## src/rtl/regfile_pkg.sv

```systemverilog
// regfile_pkg: shared defaults and index type for the multi-port register file
package regfile_pkg;
   localparam int DEF_WIDTH = 16;
   localparam int DEF_DEPTH = 8;
   localparam int DEF_AW    = $clog2(DEF_DEPTH);
   typedef logic [DEF_AW-1:0] reg_idx_t;
endpackage

```

## src/rtl/regfile_mp_onehot_decoder.sv

```systemverilog
// onehot_decoder: enabled index-to-one-hot strobe generator; indices >= N decode to all zeros
module onehot_decoder #(
   parameter int N  = 8,
   parameter int AW = 3
) (
   input  logic          en_i,
   input  logic [AW-1:0] idx_i,
   output logic [N-1:0]  onehot_o
);
   // One strobe per register; out-of-range indices match no bit
   always_comb begin
      onehot_o = '0;
      for (int i = 0; i < N; i++) onehot_o[i] = en_i && (idx_i == AW'(i));
   end
endmodule

```

## src/rtl/regfile_mp.sv

```systemverilog
// regfile_mp: two-read, one-write register file with per-register busy (reservation) bits
module regfile_mp
   import regfile_pkg::*;
#(
   parameter int WIDTH  = DEF_WIDTH,
   parameter int DEPTH  = DEF_DEPTH,
   parameter int BYPASS = 1,
   localparam int AW    = $clog2(DEPTH)
) (
   input  logic             clk,
   input  logic             reset,
   input  logic             write,
   input  logic [AW-1:0]    writenum,
   input  logic [WIDTH-1:0] data_in,
   input  logic [AW-1:0]    readnum_a,
   input  logic [AW-1:0]    readnum_b,
   output logic [WIDTH-1:0] data_out_a,
   output logic [WIDTH-1:0] data_out_b,
   output logic             busy_a,
   output logic             busy_b,
   input  logic             reserve,
   input  logic [AW-1:0]    reservenum,
   output logic             reserve_ok
);
   logic [WIDTH-1:0] regs_q [DEPTH];
   logic [DEPTH-1:0] busy_q, busy_d;
   logic [DEPTH-1:0] we_oh, rs_oh;
   logic             wr_hit, rs_busy;

   onehot_decoder #(.N(DEPTH), .AW(AW)) u_wdec (.en_i(write), .idx_i(writenum), .onehot_o(we_oh));
   onehot_decoder #(.N(DEPTH), .AW(AW)) u_rdec (.en_i(reserve), .idx_i(reservenum), .onehot_o(rs_oh));

   assign wr_hit = |we_oh;

   // Read muxes with optional write forwarding; unmatched indices read as zero and not busy
   always_comb begin
      data_out_a = '0;
      data_out_b = '0;
      busy_a     = 1'b0;
      busy_b     = 1'b0;
      rs_busy    = 1'b0;
      for (int i = 0; i < DEPTH; i++) begin
         if (readnum_a == AW'(i)) begin
            data_out_a = regs_q[i];
            busy_a     = busy_q[i];
         end
         if (readnum_b == AW'(i)) begin
            data_out_b = regs_q[i];
            busy_b     = busy_q[i];
         end
         if (reservenum == AW'(i)) rs_busy = busy_q[i];
      end
      if (BYPASS != 0 && wr_hit && readnum_a == writenum) begin
         data_out_a = data_in;
         busy_a     = 1'b0;
      end
      if (BYPASS != 0 && wr_hit && readnum_b == writenum) begin
         data_out_b = data_in;
         busy_b     = 1'b0;
      end
   end

   // Reservation accepted if target is free, or released by a same-cycle write; reserve wins over the write's clear
   always_comb begin
      reserve_ok = (|rs_oh) && (!rs_busy || (wr_hit && writenum == reservenum));
      busy_d     = (rs_oh & {DEPTH{reserve_ok}}) | (busy_q & ~we_oh);
   end

   // State update: reset dominates write and reserve
   always_ff @(posedge clk) begin
      if (reset) begin
         for (int i = 0; i < DEPTH; i++) regs_q[i] <= '0;
         busy_q <= '0;
      end else begin
         busy_q <= busy_d;
         for (int i = 0; i < DEPTH; i++) if (we_oh[i]) regs_q[i] <= data_in;
      end
   end
endmodule

```

## config.mk

```make
export PLATFORM = sky130hd
export DESIGN_NAME = regfile_mp
export DESIGN_NICKNAME = d
export VERILOG_FILES = /design/src/rtl/regfile_pkg.sv /design/src/rtl/regfile_mp_onehot_decoder.sv /design/src/rtl/regfile_mp.sv
export SDC_FILE = /design/constraint.sdc
export NUM_CORES = 1
export LEC_CHECK = 0
export ABC_AREA = 1
export CAP_MARGIN = 20
export CELL_PAD_IN_SITES_DETAIL_PLACEMENT = 1
export CELL_PAD_IN_SITES_GLOBAL_PLACEMENT = 2
export CORE_MARGIN = 5
export CORE_UTILIZATION = 39
export CTS_BUF_LIST = sky130_fd_sc_hd__clkbuf_4
export DETAILED_ROUTE_END_ITERATION = 12
export GPL_ROUTABILITY_DRIVEN = 0
export GPL_TIMING_DRIVEN = 0
export MAX_ROUTING_LAYER = met4
export PLACE_DENSITY = 0.93
export SETUP_SLACK_MARGIN = 0.2
export SLEW_MARGIN = 20
export SYNTH_ARGS = -nofsm -noshare
export SYNTH_HDL_FRONTEND = slang
export SYNTH_SLANG_ARGS = --single-unit
```

## constraint.sdc

```tcl
create_clock -name clk -period 5.8 [get_ports clk]
set_input_delay 1.16 -clock clk [delete_from_list [all_inputs] [get_ports clk]]
set_output_delay 1.16 -clock clk [all_outputs]
set_load 0.01 [all_outputs]
```

# Word level (Yosys, flattened, before mapping)
# Memory sizes are Yosys's and may differ from the RTL's.
# Index checks and enable logic that the tools add are counted.
# classes
addsub	0
n_mul	0
n_div	0
n_lt_le_gt_ge	0
eq_ne	31
shifts	0
n_mux	78
bitwise_logic	12
n_reduce_logical	28
# ops
cell	count
2-to-1 mux 16 bit	26
2-to-1 mux 1 bit	52
== test 3 bit (second input constant)	16
== test 3 x 2 -> 1 bit (second input constant)	8
logical AND 1 bit	20
AND 8 bit	2
OR reduction 8 bit	2
== test 3 x 1 -> 1 bit (second input constant)	4
logical NOT 3 bit	4
== test 3 bit	3
NOT 8 bit	1
bitwise OR 1 bit	8
bitwise OR 8 bit	1
logical NOT 1 bit	1
logical OR 1 bit	1
# word_totals
reg_bits	8
latch_bits	0
ram_bits	128
mem_bits_ro	0
elab_cells	151
mem_count	1
# memory_table
name	words	word_bits	read_ports	rd_clocked_by_memory_dff	write_ports	line_no	source
regs_q	8	16	8	0	8	regfile_mp.sv:25	logic [WIDTH-1:0] regs_q [DEPTH];

# Depth between registers and ports, before layout
# Gate-level depths: netlist of the first run.
# logic_depth
word_depth	14
ltp_mapped	10
ltp_nobuf	9

# By module
# From an unflattened synthesis of the first run, not the netlist that was laid out.
# hier_totals
hier_cells	1038
hier_area_um2	8046.5
# modules_own_cells
module	n_inst	cells_each	area_each_um2	seq_area_each_um2
regfile_mp	1	1004	7918.8	4003.8
onehot_decoder	2	17	63.8	0.0

# Worst setup path after synthesis of the first run
# Ideal clock, no wire load.
# synth_timing
path_type	input-to-output
from	input port writenum[0]
to	output port data_out_b[6]
arrival_time_ns	2.235
required_ns	4.640
slack_ns	2.405
path_stages	8
path_buffers	2
cell_sequence	buf_4 -> xor2_1 -> a21oi_1 -> nand2_2 -> inv_2 -> buf_6 -> a21oi_1 -> a21oi_1
# synth_between
elab_chain_len	5
word_cells_on_any_way	20
# synth_lines
item	line_no	source
start: declaration	regfile_mp.sv:13	input logic [AW-1:0] writenum,
== test 3 x 1 -> 1 bit (tied with other cells)	regfile_mp_onehot_decoder.sv:13	for (int i = 0; i < N; i++) onehot_o[i] = en_i && (idx_i == AW'(i));
logical AND 1 bit	regfile_mp_onehot_decoder.sv:13	
OR reduction 8 bit	regfile_mp.sv:33	assign wr_hit = |we_oh;
logical AND 1 bit *	regfile_mp.sv:57	if (BYPASS != 0 && wr_hit && readnum_b == writenum) begin
2-to-1 mux 16 bit *	regfile_mp.sv:57	
end: declaration	regfile_mp.sv:18	output logic [WIDTH-1:0] data_out_b,
# Mark *: on every way between the ends. The rest lies on a longest branch, timed or not.

# Worst setup path in the final report of the first run
# layout_timing
from	input port readnum_b[2]
to	output port busy_b
# layout_between
elab_chain_len	10
word_cells_on_any_way	19
# layout_lines
item	line_no	source
start: declaration	regfile_mp.sv:16	input logic [AW-1:0] readnum_b,
logical NOT 3 bit	regfile_mp.sv:47	if (readnum_b == AW'(i)) begin
2-to-1 mux 1 bit (8 in series)	regfile_mp.sv:47	
2-to-1 mux 1 bit *	regfile_mp.sv:57	
end: declaration	regfile_mp.sv:20	output logic busy_b,
# Marks and branches as above.

==> results of run 1 <==
## cell type report
class	instances	share of cell area (%)
Tap cell	265	3.685
Clock buffer	18	1.502
Sequential cell	136	44.49
Antenna cell	1	0.02781
Multi-Input combinational cell	690	35.12
Buffer	46	3.448
Clock inverter	14	1.891
Timing Repair Buffer	55	6.118
Inverter	87	3.712
## cell usage after synthesis, types with 3 or more instances
master / number
nand4_1: 42
a21oi_1: 43
buf_4: 8
o21ai_0: 3
nand2_1: 252
nand3_2: 3
edfxtp_1: 128
nor3_1: 3
o211ai_1: 8
inv_1: 77
clkbuf_1: 7
nor3_4: 7
nor3_2: 3
nor2_1: 259
buf_2: 20
inv_2: 7
nor4_1: 13
nand3_1: 30
o211ai_2: 18
buf_6: 11
dfxtp_1: 8
## worst max-delay path, cell delays in order
cell	delay (ns)
clkdlybuf4s50_1	0.58
nor3_2	0.62
buf_4	0.32
nand2_1	0.07
o211ai_1	0.15
nor2_1	0.08
nand4_1	0.09
nand2_1	0.09
inv_1	0.07
clkdlybuf4s50_1	0.54
## through the flow
step | setup slack [ns] | hold slack, ns
finish | 0.8624 | 0.5024
global placement | 0.9333 | 0.4588
CTS | 0.8429 | 0.5041
global route | 0.7824 | 0.5231
detailed placement | 0.8492 | 0.4874
floorplan | 2.405 | 0.4488
## layer usage
| layer | share of wire [%] | track usage, % | vias to the layer above |
|---|---|---|---|
| li1 | - | - | 3325 |
| met1 | 45 | 35.52 | 3464 |
| met2 | 47 | 40.61 | 236 |
| met3 | 6.3 | 3.361 | 38 |
| met4 | 1.6 | 6.289 | 0 |
| met5 | 0 | - | - |
## worst max path at each step
| stage | to | slack (ns) | cells after the start |
|---|---|---|---|
| floorplan | data_out_b[6] | 2.40 | 8 |
| detailed placement | busy_b | 0.85 | 10 |
| global placement | busy_b | 0.93 | 10 |
| finish | busy_b | 0.86 | 10 |
| CTS | busy_b | 0.84 | 10 |
| global route | data_out_b[11] | 0.78 | 11 |
## flip-flops by register name (all words and copies together), names as in the netlist
signal,flops
regs_q,128
busy_q,8
## power breakdown
group | total [W] | internal (W) | switching, W
combinational | 0.000428 | 0.000155 | 0.000273
sequential | 0.00118 | 0.00115 | 0.0000346
clock | 0.000696 | 0.000306 | 0.000389
total | 0.00230 | 0.00161 | 0.000697
## cell families (layout without fill, tap and decap cells)
logic type | after synthesis | in the layout | share of synthesized area [%]
simple gates | 613 | 613 | 33.39
flops | 136 | 136 | 51.27
buf+inv | 133 | 220 | 8.252
compound gates | 75 | 75 | 6.858
xor+xnor | 2 | 2 | 0.2244
other cells | 0 | 1 | 0
==> flow_summary.json, run 1 <==
{
  "drt_iter0_drc": 669,
  "setup_viol": 0,
  "final_core_util_pct": 45.93,
  "fin_tns_setup_ns": 0,
  "fin_area_sq_um": 8999,
  "cts_max_level": 4,
  "synthCells": 959,
  "hold_viol_final": 0,
  "power_density_nw_per_um2": 256.0,
  "multi_input_area_sq_um": 3161,
  "grt_max_degree": 17,
  "port_buffers": 55,
  "initial_core_util_pct": 39.86,
  "cts_tree": "done",
  "worst_pin_slew_ns": 0.9858,
  "drv_cap": 0,
  "via_per_inst": 5.383,
  "yosysTopAreaCell": "edfxtp_1",
  "r2r-end": "busy_q[5]",
  "postCtsHoldBufs": 0,
  "grt_usage_pct": 25.71,
  "cp.arrival_ns": 3.78,
  "antenna_found_initial": 1,
  "layout.cells.non_filler": 1312,
  "p_leak_nw": 3.665,
  "r2r_slack_ns": 4.47,
  "rsz0062_at_grt": "false",
  "synth_edf_count": 128,
  "grt_pass1_wl_um": 42190,
  "r2r_cells": 7,
  "final.period_utilization_pct": 85.13,
  "final_common_cell": "nor2_1",
  "final_cell_mix": "259 x nor2_1, 252 x nand2_1, 128 x edfxtp_1, 77 x inv_1, 55 x clkdlybuf4s50_1",
  "layout_min_cycle_time_ns": 4.938,
  "fill_cells": 2399,
  "seq_area_frac_synth_pct": 51.27,
  "crit_required_ns": 4.64,
  "die_y_um": 151.5,
  "clock_tree.root_cell": "clkbuf_4",
  "nets": 1065,
  "start_kind": "primary input",
  "yosysWarnings": 0,
  "dp_cells": 1279,
  "synth.area.top_cells": "edfxtp_1 49%, nor2_1 12%, nand2_1 12%",
  "hpwl_um": 20230,
  "fmax_ghz": 0.2025,
  "vdd_ir_drop_max_uv": 123.9,
  "syn2layout_area_growth_pct": 15.24,
  "clock_path_buffers": 2,
  "wl_per_cell_um": 21.22,
  "total_power_w": 0.002304,
  "min_to": "busy_q[3]",
  "regArea_sq_um": 4004,
  "core_area_sq_um": 19590,
  "die_x_um": 151.5,
  "min_path_type": "register to register",
  "wl_um": 27840,
  "first_pass_iters": 5,
  "cp-startpoint": "readnum_b[2]",
  "ys.flop_type": "edfxtp_1",
  "grt_remaining_overflow": 0,
  "path_clk_slew_ns": 0.13,
  "crit_type": "primary input to primary output",
  "async_flop_share_pct": 0,
  "ctsResizeCount": 0,
  "syn-num-nets": 991,
  "netlist.area_leader.share_pct": 49.22,
  "die_area_sq_um": 22950,
  "ys_types": 30,
  "ys_ff_latch": 136,
  "whs_path_depth": 2,
  "grt_pass1_vias": 7215,
  "rows": 51,
  "drt.antenna.violating_nets": 0,
  "finalMaxSlewViolations": 0,
  "drive_gt1_share_pct": 10.52,
  "endpoint_kind": "primary output",
  "via_count": 7063,
  "clk_latency_ns": 0.56,
  "placed_area_sq_um": 8691,
  "status": "completed",
  "clkSinkCount": 136,
  "r2r_start": "busy_q[1]",
  "numCtsBuffers": 17,
  "drc": 0,
  "max_slew_margin_pct": 34.12,
  "synth.avg_cell_area_sq_um": 8.143,
  "skew_ns": 0.01676,
  "hp-start": "busy_q[3]",
  "netlist_area_sq_um": 7809,
  "postCtsSetupBuffers": 0,
  "ioPinCount": 67,
  "crit_fanout": 10
}
Note: power is estimated with default switching activity, not from simulation.
==> inputs of run 2 (changes only) <==
--- a/config.mk
+++ b/config.mk
@@ -6,10 +6,9 @@
 export NUM_CORES = 1
 export LEC_CHECK = 0
-export ABC_AREA = 1
 export CAP_MARGIN = 20
 export CELL_PAD_IN_SITES_DETAIL_PLACEMENT = 1
 export CELL_PAD_IN_SITES_GLOBAL_PLACEMENT = 2
 export CORE_MARGIN = 5
-export CORE_UTILIZATION = 39
+export CORE_UTILIZATION = 44
 export CTS_BUF_LIST = sky130_fd_sc_hd__clkbuf_4
 export DETAILED_ROUTE_END_ITERATION = 12
@@ -17,5 +16,5 @@
 export GPL_TIMING_DRIVEN = 0
 export MAX_ROUTING_LAYER = met4
-export PLACE_DENSITY = 0.93
+export PLACE_DENSITY = 0.92
 export SETUP_SLACK_MARGIN = 0.2
 export SLEW_MARGIN = 20
==> constraint.sdc (replaced) <==
create_clock -name clk -period 5.8 [get_ports clk]
set_input_delay 1.16 -clock clk [delete_from_list [all_inputs] [get_ports clk]]
set_output_delay 1.16 -clock clk [all_outputs]
set_load 0.005 [all_outputs]
==> flow_summary.json, run 2 <==
{
  "final_cell_mix": "128 x edfxtp_1, 127 x nor2_1, 57 x clkdlybuf4s50_1, 48 x mux4_2, 31 x inv_1",
  "drv_cap": 0,
  "worstPathCellList": "clkdlybuf4s50_1 > buf_4 > xnor2_1 > nand4_1 > clkbuf_1 > o21ai_0 > o22ai_1 > clkdlybuf4s50_1",
  "crit_top_cell": "clkdlybuf4s50_1",
  "antenna_found_initial": 1,
  "clock_path_buffers": 2,
  "async_flop_share_pct": 0,
  "slowest_stage": "clkbuf_1",
  "cts_tree": "done",
  "layout_min_cycle_time_ns": 5.159,
  "grt_pass1_vias": 6355,
  "drc": 2,
  "rsz0062_at_grt": "false",
  "syn2layout_area_growth_pct": 15.48,
  "path_clk_slew_ns": 0.13,
  "ys_types": 54,
  "finalMaxSlewViolations": 0,
  "die_y_um": 141.6,
  "ys_top_cells_by_count": "128 x edfxtp_1, 127 x nor2_1, 48 x mux4_2",
  "postCtsSetupBuffers": 0,
  "p_leak_nw": 3.114,
  "setup_viol": 0,
  "power_switching_w": 0.0006488,
  "power_density_nw_per_um2": 267.5,
  "grt_remaining_overflow": 0,
  "p_clk_share_pct": 30.3,
  "skew_ns": 0.001333,
  "die_area_sq_um": 20050,
  "fin_tns_setup_ns": 0,
  "total_power_w": 0.002355,
  "status": "finished, violations left",
  "drt_iter0_drc": 648,
  "yosysWarnings": 0,
  "violations": "DRC",
  "via_per_inst": 6.397,
  "final_common_cell": "edfxtp_1",
  "synthCells": 623,
  "first_pass_iters": 9,
  "start_kind": "primary input",
  "synth_edf_count": 128,
  "initial_core_util_pct": 44.52,
  "nets": 731,
  "endpoint_kind": "primary output",
  "drt.antenna.violating_nets": 0,
  "grt_pass1_wl_um": 39620,
  "final.period_utilization_pct": 88.95,
  "cp.arrival_ns": 4.00,
  "die_x_um": 141.6,
  "postCtsHoldBufs": 0,
  "yosysTopAreaCell": "edfxtp_1",
  "fmax_ghz": 0.1938,
  "clk_latency_ns": 0.59,
  "crit_required_ns": 4.64,
  "ioPinCount": 67,
  "netlist_area_sq_um": 7621,
  "wl_um": 26720,
  "netlist.area_leader.share_pct": 50.44,
  "core_area_sq_um": 17120,
  "ctsResizeCount": 0,
  "largest_register": "regs_q",
  "numCtsBuffers": 17,
  "p_sw_share_pct": 27.55,
  "cp_slowest_stage_delay_ns": 0.63,
  "ys_ff_latch": 136,
  "p_int_w": 0.001706,
  "clock_tree.root_cell": "clkbuf_4",
  "syn-num-nets": 655,
  "hpwl_um": 17840,
  "via_count": 6000,
  "grt_max_degree": 18,
  "hold_viol_final": 0,
  "min_path_type": "register to register",
  "clkSinkCount": 136,
  "fill_cells": 1806,
  "synth.area.top_cells": "edfxtp_1 50%, mux4_2 14%, nor2_1 6.3%",
  "ys.flop_type": "edfxtp_1",
  "sequentialPowerShare_pct": 50.4,
  "synth_most_common_cell": "edfxtp_1",
  "seq_area_frac_synth_pct": 52.54,
  "worst_pin_slew_ns": 1.176,
  "drive_gt1_share_pct": 17.84,
  "max_slew_margin_pct": 21.62,
  "wl_per_cell_um": 28.48,
  "largest_reg_flops": 128,
  "cts_max_level": 4,
  "combPwrFrac_pct": 19.3,
  "crit_fanout": 10,
  "crit_type": "primary input to primary output",
  "synth.avg_cell_area_sq_um": 12.23,
  "reg.largest.list": "regs_q (128), busy_q (8)",
  "vdd_ir_drop_max_uv": 139.1,
  "port_buffers": 57,
  "grt_usage_pct": 27.97,
  "rows": 48
}
-- run 2: worst max-delay path: cells and delay by family --
| kind | cells | cell delay (ns) |
|---|---|---|
| simple gates | 1 | 0.30 |
| compound gates | 2 | 0.48 |
| buf+inv | 4 | 1.95 |
| xor+xnor | 1 | 0.09 |
-- run 2: per-stage QoR --
step	area, sq um	setup slack [ns]	hold slack, ns	utilization [%]	instances
2_1_floorplan	7621	2.324	0.4676	-	623
3_3_place_gp	8473	0.7301	0.5110	49.50	905
3_5_place_dp	8481	0.7174	0.5300	49.55	905
4_1_cts	8797	0.7003	0.5506	51.40	937
5_1_grt	8801	0.5691	0.5750	51.42	938
6_report	8801	0.6409	0.5484	51.42	938
-- run 2: path summary, 6_finish.rpt --
path / startpoint / end / slack, ns / cells after the start
worst min-delay path: busy_q[6] / busy_q[6] / 0.55 / 2
worst max-delay path: readnum_b[1] / data_out_b[7] / 0.64 / 8
worst max register to register: busy_q[2] / busy_q[1] / 4.24 / 4
worst min register to register: busy_q[6] / busy_q[6] / 0.55 / 2
-- run 2: final cells by class --
cell class	instances	area (sq um)	area share, %
sequential	136	4004	45.49
timing repair buffer	57	570.5	6.483
inverter	32	120.1	1.365
tap	225	281.5	3.199
clock inverter	14	181.4	2.061
antenna	1	2.502	0.02843
buffer	47	231.5	2.630
multi-input combinational	408	3274	37.21
clock buffer	18	135.1	1.535
-- run 2: cell families (layout without fill, tap and decap cells) --
kind of cell,after synthesis,count (layout),share of synthesized area (%)
AO/OA/AOI/OAI,105,105,9.243
multiplexers,91,91,20.11
flip-flops,136,136,52.54
buffers and inverters,79,168,4.613
XOR/XNOR,9,9,1.034
other,0,1,0
AND/OR/NAND/NOR,203,203,12.46
-- run 2: power by group through the flow --
stage | combinational, W | sequential [W] | clock (W)
finish | 0.000454 | 0.00119 | 0.000714
CTS | 0.000452 | 0.00118 | 0.000706
global placement | 0.000438 | 0.00120 | 0
floorplan | 0.000254 | 0.00119 | 0
global route | 0.000481 | 0.00119 | 0.000755
detailed placement | 0.000450 | 0.00121 | 0
-- run 2: per-layer routing --
layer	track usage, %	wire length, um
met3	5.696	2050
met2	46.01	13360
met4	11.62	1193
met1	33.79	10110
met5	-	0
